File: src/rtl/ahb_dma_master.sv
// AHB-Lite single-beat DMA initiator driven from a valid/ready command port.
// Optional command alignment rejection is compiled in with AHB_DMA_MASTER_ALIGN_CHK_EN.
//
// state | meaning
// IDLE  | cmd_ready high, bus idle, response strobe may be active
// ADDR  | NONSEQ address phase, held until HREADY
// DATA  | data phase, HTRANS idle, held until HREADY completes the beat
module ahb_dma_master #(
    parameter logic [3:0] HPROT_VAL = 4'b0011,
    parameter int         CNT_W     = 16
) (
    input  logic             HCLK,
    input  logic             HRESETn,
    input  logic             cmd_valid,
    output logic             cmd_ready,
    input  logic             cmd_write,
    input  logic [31:0]      cmd_addr,
    input  logic [2:0]       cmd_size,
    input  logic [63:0]      cmd_wdata,
    output logic             rsp_valid,
    output logic [63:0]      rsp_rdata,
    output logic             rsp_err,
    output logic [CNT_W-1:0] xfer_cnt,
    output logic [31:0]      HADDR,
    output logic [1:0]       HTRANS,
    output logic             HWRITE,
    output logic [2:0]       HSIZE,
    output logic [2:0]       HBURST,
    output logic [3:0]       HPROT,
    output logic             HMASTLOCK,
    output logic [63:0]      HWDATA,
    input  logic [63:0]      HRDATA,
    input  logic             HREADY,
    input  logic             HRESP
);

    typedef enum logic [1:0] {
        IDLE = 2'd0,
        ADDR = 2'd1,
        DATA = 2'd2
    } state_t;

    localparam logic [1:0] TRANS_IDLE   = 2'b00;
    localparam logic [1:0] TRANS_NONSEQ = 2'b10;

    state_t      state;
    logic [63:0] wdata_q;
    logic        accept;
    logic        reject;

    assign accept = cmd_valid & cmd_ready;

`ifdef AHB_DMA_MASTER_ALIGN_CHK_EN
    function automatic logic cmd_bad(input logic [2:0] size, input logic [2:0] lsb);
        logic bad;
        case (size)
            3'd0:    bad = 1'b0;
            3'd1:    bad = lsb[0];
            3'd2:    bad = |lsb[1:0];
            3'd3:    bad = |lsb;
            default: bad = 1'b1;
        endcase
        return bad;
    endfunction

    assign reject = cmd_bad(cmd_size, cmd_addr[2:0]);
`else
    assign reject = 1'b0;
`endif

    assign HBURST    = 3'b000;
    assign HMASTLOCK = 1'b0;
    assign HPROT     = HPROT_VAL;

    always_ff @(posedge HCLK or negedge HRESETn) begin
        if (!HRESETn) begin
            state     <= IDLE;
            cmd_ready <= 1'b1;
            HTRANS    <= TRANS_IDLE;
            HADDR     <= '0;
            HWRITE    <= 1'b0;
            HSIZE     <= '0;
            HWDATA    <= '0;
            wdata_q   <= '0;
            rsp_valid <= 1'b0;
            rsp_rdata <= '0;
            rsp_err   <= 1'b0;
            xfer_cnt  <= '0;
        end else begin
            rsp_valid <= 1'b0;
            rsp_err   <= 1'b0;
            case (state)
                IDLE: begin
                    if (accept) begin
                        if (reject) begin
                            // rejected commands never reach the bus but still report and count
                            rsp_valid <= 1'b1;
                            rsp_err   <= 1'b1;
                            rsp_rdata <= '0;
                            xfer_cnt  <= xfer_cnt + CNT_W'(1);
                        end else begin
                            state     <= ADDR;
                            cmd_ready <= 1'b0;
                            HTRANS    <= TRANS_NONSEQ;
                            HADDR     <= cmd_addr;
                            HWRITE    <= cmd_write;
                            HSIZE     <= cmd_size;
                            wdata_q   <= cmd_wdata;
                        end
                    end
                end
                ADDR: begin
                    if (HREADY) begin
                        state  <= DATA;
                        HTRANS <= TRANS_IDLE;
                        if (HWRITE) begin
                            HWDATA <= wdata_q;
                        end
                    end
                end
                DATA: begin
                    // an error's first cycle has HREADY low, so it simply waits here
                    if (HREADY) begin
                        state     <= IDLE;
                        cmd_ready <= 1'b1;
                        rsp_valid <= 1'b1;
                        rsp_err   <= HRESP;
                        rsp_rdata <= HWRITE ? 64'h0 : HRDATA;
                        xfer_cnt  <= xfer_cnt + CNT_W'(1);
                    end
                end
                default: begin
                    state     <= IDLE;
                    cmd_ready <= 1'b1;
                    HTRANS    <= TRANS_IDLE;
                end
            endcase
        end
    end

endmodule

File: config.mk
export PLATFORM = sky130hd
export DESIGN_NAME = ahb_dma_master
export DESIGN_NICKNAME = d
export VERILOG_FILES = /design/src/rtl/ahb_dma_master.sv
export SDC_FILE = /design/constraint.sdc
export NUM_CORES = 1
export LEC_CHECK = 0
export ABC_AREA = 1
export BUFFER_PORTS_ARGS = -buffer_cell sky130_fd_sc_hd__clkbuf_2
export CAP_MARGIN = 20
export CORE_MARGIN = 5
export CORE_UTILIZATION = 49
export CTS_CLUSTER_DIAMETER = 40
export DETAILED_ROUTE_END_ITERATION = 8
export PLACE_DENSITY = 0.82
export SYNTH_ARGS = -nofsm -noshare
export SYNTH_HDL_FRONTEND = slang
export SYNTH_SLANG_ARGS = --single-unit
File: constraint.sdc
create_clock -name HCLK -period 1.4 [get_ports HCLK]
set_input_delay 0.14 -clock HCLK [delete_from_list [all_inputs] [get_ports HCLK]]
set_output_delay 0.14 -clock HCLK [all_outputs]
set_load 0.02 [all_outputs]
=== Word level (Yosys, flattened, before mapping) ===
Cells that the tools add are included.

* Output and inout bits: 193
* Register bits after elaboration: 251

* Reduce and logical (&&, ||, !) cells: 7
* Equal/unequal tests: 5
* Bitwise logic cells: 3
* Mux-type cells: 14
* Add/subtract/negate cells: 1

{| class="wikitable"
|+ Operators by type and width
! kind !! number
|-
| two-way mux 64 bit || 1
|-
| adder 16 x 1 -> 16 bit (second input constant) || 1
|-
| case mux 2 bit (3 select lines) || 2
|-
| AND reduction 3 bit || 4
|-
| two-way mux 2 bit || 4
|-
| two-way mux 1 bit || 6
|-
| inequality test 2 bit (second input constant) || 3
|-
| AND reduction 2 bit || 2
|-
| case mux 1 bit (3 select lines) || 1
|-
| equality test 2 x 1 -> 1 bit (second input constant) || 1
|-
| equality test 2 bit (second input constant) || 1
|-
| zero test 2 bit || 1
|-
| NOT 1 bit || 2
|-
| AND 1 bit || 1
|}

=== Depth between registers and ports, before layout ===
Gate-level depths: netlist of run 1.

* Depth after elaboration: 3
* Mapped depth: 8
* Gate-level depth less buffers: 8

=== Worst setup path before layout of run 1 ===
Ideal clock, no wire load.

* Path kind: reg-to-reg
* From: register cmd_ready
* To: register wdata_q[29]
* Setup time: 121 ps
* Data arrival time: 1199 ps
* Buffers on the path: 2
* Cell stages (with the launch flop): 6
* Required time: 1279 ps
* Clock period less this slack: 1319 ps
* Slack: 81 ps
* Path through: dfstp_2 -> nand3_4 -> inv_2 -> buf_6 -> buf_4 -> o21ai_1

* Longest elaborated chain between the ends: 2

{| class="wikitable"
|+ RTL lines
! item !! line !! source
|-
| start: declaration || 15 || <nowiki>output logic cmd_ready,</nowiki>
|-
| start signal: assignment || 78 || <nowiki>cmd_ready <= 1'b1;</nowiki>
|-
| start signal: assignment || 103 || <nowiki>cmd_ready <= 1'b0;</nowiki>
|-
| start signal: assignment || 125 || <nowiki>cmd_ready <= 1'b1;</nowiki>
|-
| AND 1 bit || 51 || <nowiki>assign accept = cmd_valid & cmd_ready;</nowiki>
|-
| AND reduction 2 bit (no line) || -- ||
|-
| end signal: assignment || 108 || <nowiki>wdata_q <= cmd_wdata;</nowiki>
|-
| end: declaration || 47 || <nowiki>logic [63:0] wdata_q;</nowiki>
|}

No other way between the ends.
A chain may end at the register's enable or synchronous reset.

=== Worst setup path after layout of run 1 ===
* From: register state[0]
* To: register HWDATA[11]

* Longest elaborated chain between the ends: 2

{| class="wikitable"
|+ RTL lines
! item !! line !! source
|-
| start: declaration || 46 || <nowiki>state_t state;</nowiki>
|-
| start signal: assignment || 77 || <nowiki>state <= IDLE;</nowiki>
|-
| start signal: assignment || 102 || <nowiki>state <= ADDR;</nowiki>
|-
| start signal: assignment || 114 || <nowiki>state <= DATA;</nowiki>
|-
| equality test 2 x 1 -> 1 bit || 92 || <nowiki>case (state)</nowiki>
|-
| AND reduction 3 bit (no line) || -- ||
|-
| end signal: assignment || 117 || <nowiki>HWDATA <= wdata_q;</nowiki>
|-
| end: declaration || 31 || <nowiki>output logic [63:0] HWDATA,</nowiki>
|}

No other way between the ends.

==> run metrics, run 1 <==
status=completed; Initial Util=50.1%; area delta synth->final=53.1%; gr usage total=29.0%; worst path bufs/invs=3; core box area=0.0197 mm2; layout cells sized above 1=29.5%; R2R depth=6; Final Util=76.7%; Synth top cells by count=nand2_1 (397), dfrtp_1 (249), o21ai_0 (140); detailed placement HPWL=19200 um; ys async rst share=100%; Die Wd=152 um; clock buffer count from CTS=35; # setup viols final=0; PortBufs=352; # rows=~50; clock-pin slew on the worst setup and hold paths=0.06 ns; Hold WC Path Type=input port to async pin; CP max FO=13; Max-Cap Viols=0; CP Capture Type=register; CP Data Required Time=1.79 ns; Avg Cell Area, Syn=9.42 um2; Bufs on Longest Clock Path=3; largest net degree at the start of global routing=66; Routed Antenna Nets=0; final setup skew=0.0166 ns; worst-path cell chain=inv_4, nor2_4, nand3_4, buf_12, clkbuf_16, o21ai_1; Warnings, synthesis=0; Pleak=between 7 and 8 nW; DRT Pass-1 Iters=6; Worst path top cell family by delay=buffers and inverters; via count=just under 10000; most common flop cell mapped by yosys=dfrtp_1; Yosys top cell area share=63.3%; Setup CP Type=register to register; clock net sink count=250; minimum clock period=~1.4 ns; Die ar.=0.0230 mm2; Worst EP arrival=1.79 ns; Post-synth EDFFs=0; synth unique cells=24; worst vdd ir=between 1000 and 1500 uV; initial antenna violation count=2; critical path's largest stage delay=0.42 ns; number of DRC markers in iteration 0=755; sequential share of the synthesized area=roughly 64%; CTS tree=done; DRC Markers=0; fmax=between 0.7 and 0.8 GHz; Pwr Density=2250 mW/mm2; RSZ-0062 raised after global routing=yes; GPL Wtd Cong=0.844; final net count=1757; Netlist Area Pre-Place=~0.0098 mm2; root buf cell=clkbuf_16; CP Launch Type=register; Synth Register Bits=250; Die Ht=152 um; Area contributors post-synth=dfrtp_1 (63%), nand2_1 (15%), o21ai_0 (7.1%); Final Hold Viols=0; Synth Instances=approximately 1000; CP Depth=6; Avg Vias per Cell=5.18; CP max stage cell=dfrtp_1; setup_tns=0 ns; Fillers=about 1200; first-pass GRT wire length=52000 um; DR WL/cell=18.9 um; most common cell in the synthesized netlist=nand2_1; vias in the first global route=10139; fin crit share=99.9%; area leader, netlist=dfrtp_1; routed wire length=35500 um; clk_lat worst skew=0.50 ns; gr ovfl total=0; CTS H-tree depth=2; I/O Pins=~360; Slew Limit Fails=0
layer usage:
layer,vias to the layer above,global-route usage (%),part of all wire (%)
li1,4348,-,-
met1,4592,33.2,35
met2,623,49.7,50
met3,181,6.16,8.2
met4,0,18.0,6.6
met5,-,0,0
final timing paths:
check	from	endpoint	slack (ns)
max	state[0]	HWDATA[11]	0.002
min	HRESETn	rsp_rdata[15]	0.18
max reg2reg	state[0]	HWDATA[11]	0.002
min reg2reg	HADDR[13]	HADDR[13]	0.48
max in group asynchronous	HRESETn	state[1]	0.59
min in group HCLK	cmd_valid	HADDR[0]	0.22
report_power, final:
part | internal [mW] | switching, mW | leakage [nW]
clock network | 5.88 | 3.41 | 0.607
logic | 4.11 | 8.24 | 4.20
registers | 10.3 | 1.90 | 3.16
worst register-to-register path, delay by kind of cell (launching register included):
family,cells,cell delay (ns)
buffers and inverters,3,0.45
and+or+nand+nor,2,0.24
AOI/OAI and AO/OA,1,0.20
DFF,1,0.42
logic make-up after synthesis:
logic type / Yosys count / synth area share (%)
buffers and inverters: 151 / 8.11
AND/OR/NAND/NOR: 434 / 17.2
AO/OA/AOI/OAI: 197 / 10.0
adder cells (fa/ha/maj): 1 / 0.127
flip-flops: 250 / 63.6
other: 2 / 0.0763
XOR/XNOR: 10 / 0.890
cells in the final DEF (no fill, tap or decap), drive strengths merged, types with 4 or more instances in the layout:
master and n:
buf 41, bufinv 4, clkbuf 398, clkinv 7, conb 9, dfrtp 249
dlygate4sd3 167, inv 91, nand2 397, nand3 12, nand4 4, nor2 18
nor3 4, o21ai 194, xor2 7
sequential cells by signal (all words and copies together) (netlist names):
register   count
xfer_cnt      16
wdata_q       64
HADDR         32
HTRANS         1
rsp_valid      1
rsp_rdata     64
HWRITE         1
HWDATA        64
state          2
rsp_err        1
HSIZE          3
cmd_ready      1
timing repair:
| item | CTS | global route |
|---|---|---|
| pin swaps | 1 | 3 |
| cloned | 0 | 8 |
| buffers inserted | 1 | 5 |
| hold endpoints to repair | 413 | 0 |
| gates resized for setup | 3 | 27 |
| endpoints found under the setup margin | 33 | 150 |
| hold buffers | 167 | 0 |
stage by stage:
stage | std cells | hold WS, ns | total power [mW] | setup slack (ns) | cell area, um2
after floorplan | 1052 | -0.156 | 18.8 | 0.0807 | 9870
after global placement | 1634 | 0.0965 | 22.4 | 0.0270 | 11900
after detailed placement | 1634 | 0.104 | 22.9 | -0.0691 | 11900
after CTS | 1864 | 0.185 | 32.7 | -0.0256 | 14800
after global routing | 1879 | 0.198 | 35.6 | -0.0608 | 15100
final | 1880 | 0.184 | 33.9 | 0.00168 | 15100
cell type report:
type	instances	area (um2)	area share (%)
diodes	3	7.51	0.0498
clock buffers	43	998	6.62
clock inverters	19	240	1.59
inverters	85	327	2.17
multi-input cells	652	2870	19.0
flip-flops and latches	250	6260	41.5
well taps	265	332	2.20
repair buffers	563	4050	26.8
No activity file was read; power rests on OpenSTA's default activity.
==> run 2: changes to the inputs <==
--- a/config.mk
+++ b/config.mk
@@ -8,8 +8,10 @@
 export ABC_AREA = 1
 export BUFFER_PORTS_ARGS = -buffer_cell sky130_fd_sc_hd__clkbuf_2
 export CAP_MARGIN = 20
+export CELL_PAD_IN_SITES_DETAIL_PLACEMENT = 0
+export CELL_PAD_IN_SITES_GLOBAL_PLACEMENT = 1
 export CORE_MARGIN = 5
-export CORE_UTILIZATION = 49
+export CORE_UTILIZATION = 36
 export CTS_CLUSTER_DIAMETER = 40
 export DETAILED_ROUTE_END_ITERATION = 8
 export PLACE_DENSITY = 0.82
==> run 2 against run 1 <==
Final area about the same. Flip-flop and latch count unchanged. Register-to-register slack better by 0.04 ns. Clock power down 5.5%. Wire length down 15%. Clock skew about the same. Count of clock-buffer cells in the layout up 3. Die area up 34%. Critical path depth unchanged. Critical path type unchanged. Largest cell class unchanged.
==> run metrics, run 2 (synthesis gave the netlist of run 1 again) <==
status=completed; fin crit share=96.7% (-3.2 points); Initial Util=36.5% (-14 points); area delta synth->final=53.3% (about the same); commonest non-fill, non-tap cell in the layout=nand2_1; Non-Filler Instances=1946 (+3.5%); Seq pwr share=36.7% (+0.6 points); Avg Vias per Cell=4.55 (-12%); clock buffer count from CTS=37 (+5.7%); core box area=0.0270 mm2 (+37%); Routed Antenna Nets=0 (unchanged); root buf cell=clkbuf_16; largest registers=HWDATA (64), rsp_rdata (64), wdata_q (64); minimum clock period=1.35 ns (-0.0450 ns); CP max FO=15 (+2); final net count=1751 (-0.34%); gr ovfl total=0 (unchanged); PortBufs=352 (unchanged); Final Hold Viols=0 (unchanged); clock net sink count=250 (unchanged); worst vdd ir=1140 uV (-15%); setup slack after layout=0.0467 ns (+0.0450 ns); DR WL/cell=15.5 um (-18%); CTS tree=done; dpl cell area=0.0120 mm2 (+0.63%); Max-Cap Viols=0 (unchanged); RSZ-0062 raised after global routing=yes; worst path bufs/invs=3 (unchanged); layout cells sized above 1=28.8% (-0.62 points); Slew Limit Fails=0 (unchanged); Placed Cells incl. Taps=1704 (+4.3%); DRT Pass-1 Iters=5 (-1); sw frac=38.4% (-1.6 points); worst hold margin=0.134 ns (-0.0504 ns); fraction of power consumed by combinational cells=36.3% (-0.2 points); detailed placement HPWL=19300 um (+0.27%); setup_tns=0 ns (unchanged); Die Ht=175 um (+16%); CP max stage cell=dfrtp_1; Clk pwr share=27.0% (-0.4 points); final setup skew=0.0164 ns (-0.000187 ns); Fillers=2296 (+92%); Final Util=56.0% (-21 points); fin area=0.0151 mm2 (about the same); clock-pin slew on the worst setup and hold paths=0.06 ns (about the same); DRC Markers=0 (unchanged); dpl ws=-0.0270 ns (+0.0422 ns); Power Internal=20.0 mW (-1.5%); vias in the first global route=9004 (-11%); n_diodes=0 (-3); CP Data Required Time=1.79 ns (about the same); net switching power=12.5 mW (-7.9%); gr usage total=18.5% (-11 points); # setup viols final=0 (unchanged); most frequent cells in the layout=nand2_1 (397), clkbuf_2 (350), dfrtp_1 (248); Setup CP Type=register to register; critical path's largest stage delay=0.42 ns (about the same); fmax=0.739 GHz (+3.3%); GPL Wtd Cong=0.797 (-5.6%); number of DRC markers in iteration 0=401 (-47%); Die ar.=0.0308 mm2 (+34%); CP Launch Type=register; via count=8863 (-9.0%); I/O Pins=362 (unchanged); Bufs on Longest Clock Path=3 (unchanged); routed wire length=30100 um (-15%); Pwr Total=32.5 mW (-4.1%); # rows=60 (+18%); Pwr Density=2150 mW/mm2 (-4.1%); first-pass GRT wire length=46400 um (-11%); largest net degree at the start of global routing=69 (+4.5%); Pleak=7.90 nW (-0.82%); Worst path top cell family by delay=buffers and inverters; CP Capture Type=register; clk_lat worst skew=0.49 ns (about the same); initial antenna violation count=1 (-1); Hold WC Path Type=input port to async pin; CTS H-tree depth=2 (unchanged); Worst EP arrival=1.75 ns (-0.04 ns); Die Wd=175 um (+16%); worst-path cell chain=inv_4, nor2_4, nand3_4, buf_12, clkbuf_16, o21ai_0
[run 2: area by class of cell]
cell class                      count  area (um2)  area share [%]
Sequential cell                   250        6260            41.5
Multi-Input combinational cell    652        2860            18.9
Inverter                           85         334            2.21
Tap cell                          341         427            2.83
Clock buffer                       46        1010            6.69
Timing Repair Buffer              555        4020            26.6
Clock inverter                     17         183            1.21
[run 2: power by group through the flow]
stage / registers [mW] / clock network (mW) / logic (mW)
final: 11.9 / 8.78 / 11.8
after global routing: 12.3 / 9.34 / 13.0
after CTS: 11.9 / 9.03 / 11.5
after detailed placement: 12.0 / 0 / 11.0
after global placement: 11.9 / 0 / 10.8
after floorplan: 14.4 / 0 / 4.38
[run 2: routing by layer]
layer / vias up / GRT usage [%] / share of wire, %
met5: - / 0 / 0.053
met1: 4076 / 22.4 / 39
met2: 346 / 31.0 / 49
met3: 106 / 4.30 / 6.6
met4: 2 / 9.43 / 5.2
li1: 4333 / - / -
[run 2: worst paths after layout]
check,startpoint,slack (ns),depth (start not counted),endpoint
max,state[0],0.05,6,HWDATA[48]
min,HRESETn,0.13,2,HADDR[18]
max reg2reg,state[0],0.05,6,HWDATA[48]
min reg2reg,HADDR[12],0.48,2,HADDR[12]
max in group asynchronous,HRESETn,0.62,3,xfer_cnt[1]
min in group HCLK,cmd_valid,0.15,4,wdata_q[3]
[run 2: what timing repair did]
| item | CTS | global route |
|---|---|---|
| gates resized for setup | 6 | 19 |
| buffers inserted | 2 | 4 |
| hold endpoints to repair | 415 | 0 |
| pin swaps | 0 | 1 |
| setup endpoints to repair | 7 | 119 |
| hold buffers | 167 | 0 |
| cloned | 0 | 6 |
[run 2: worst register-to-register path, delay by kind of cell (launching register included)]
kind            cells  cell delay, ns
compound gates      1            0.20
buf+inv             3            0.43
flops               1            0.42
simple gates        2            0.21
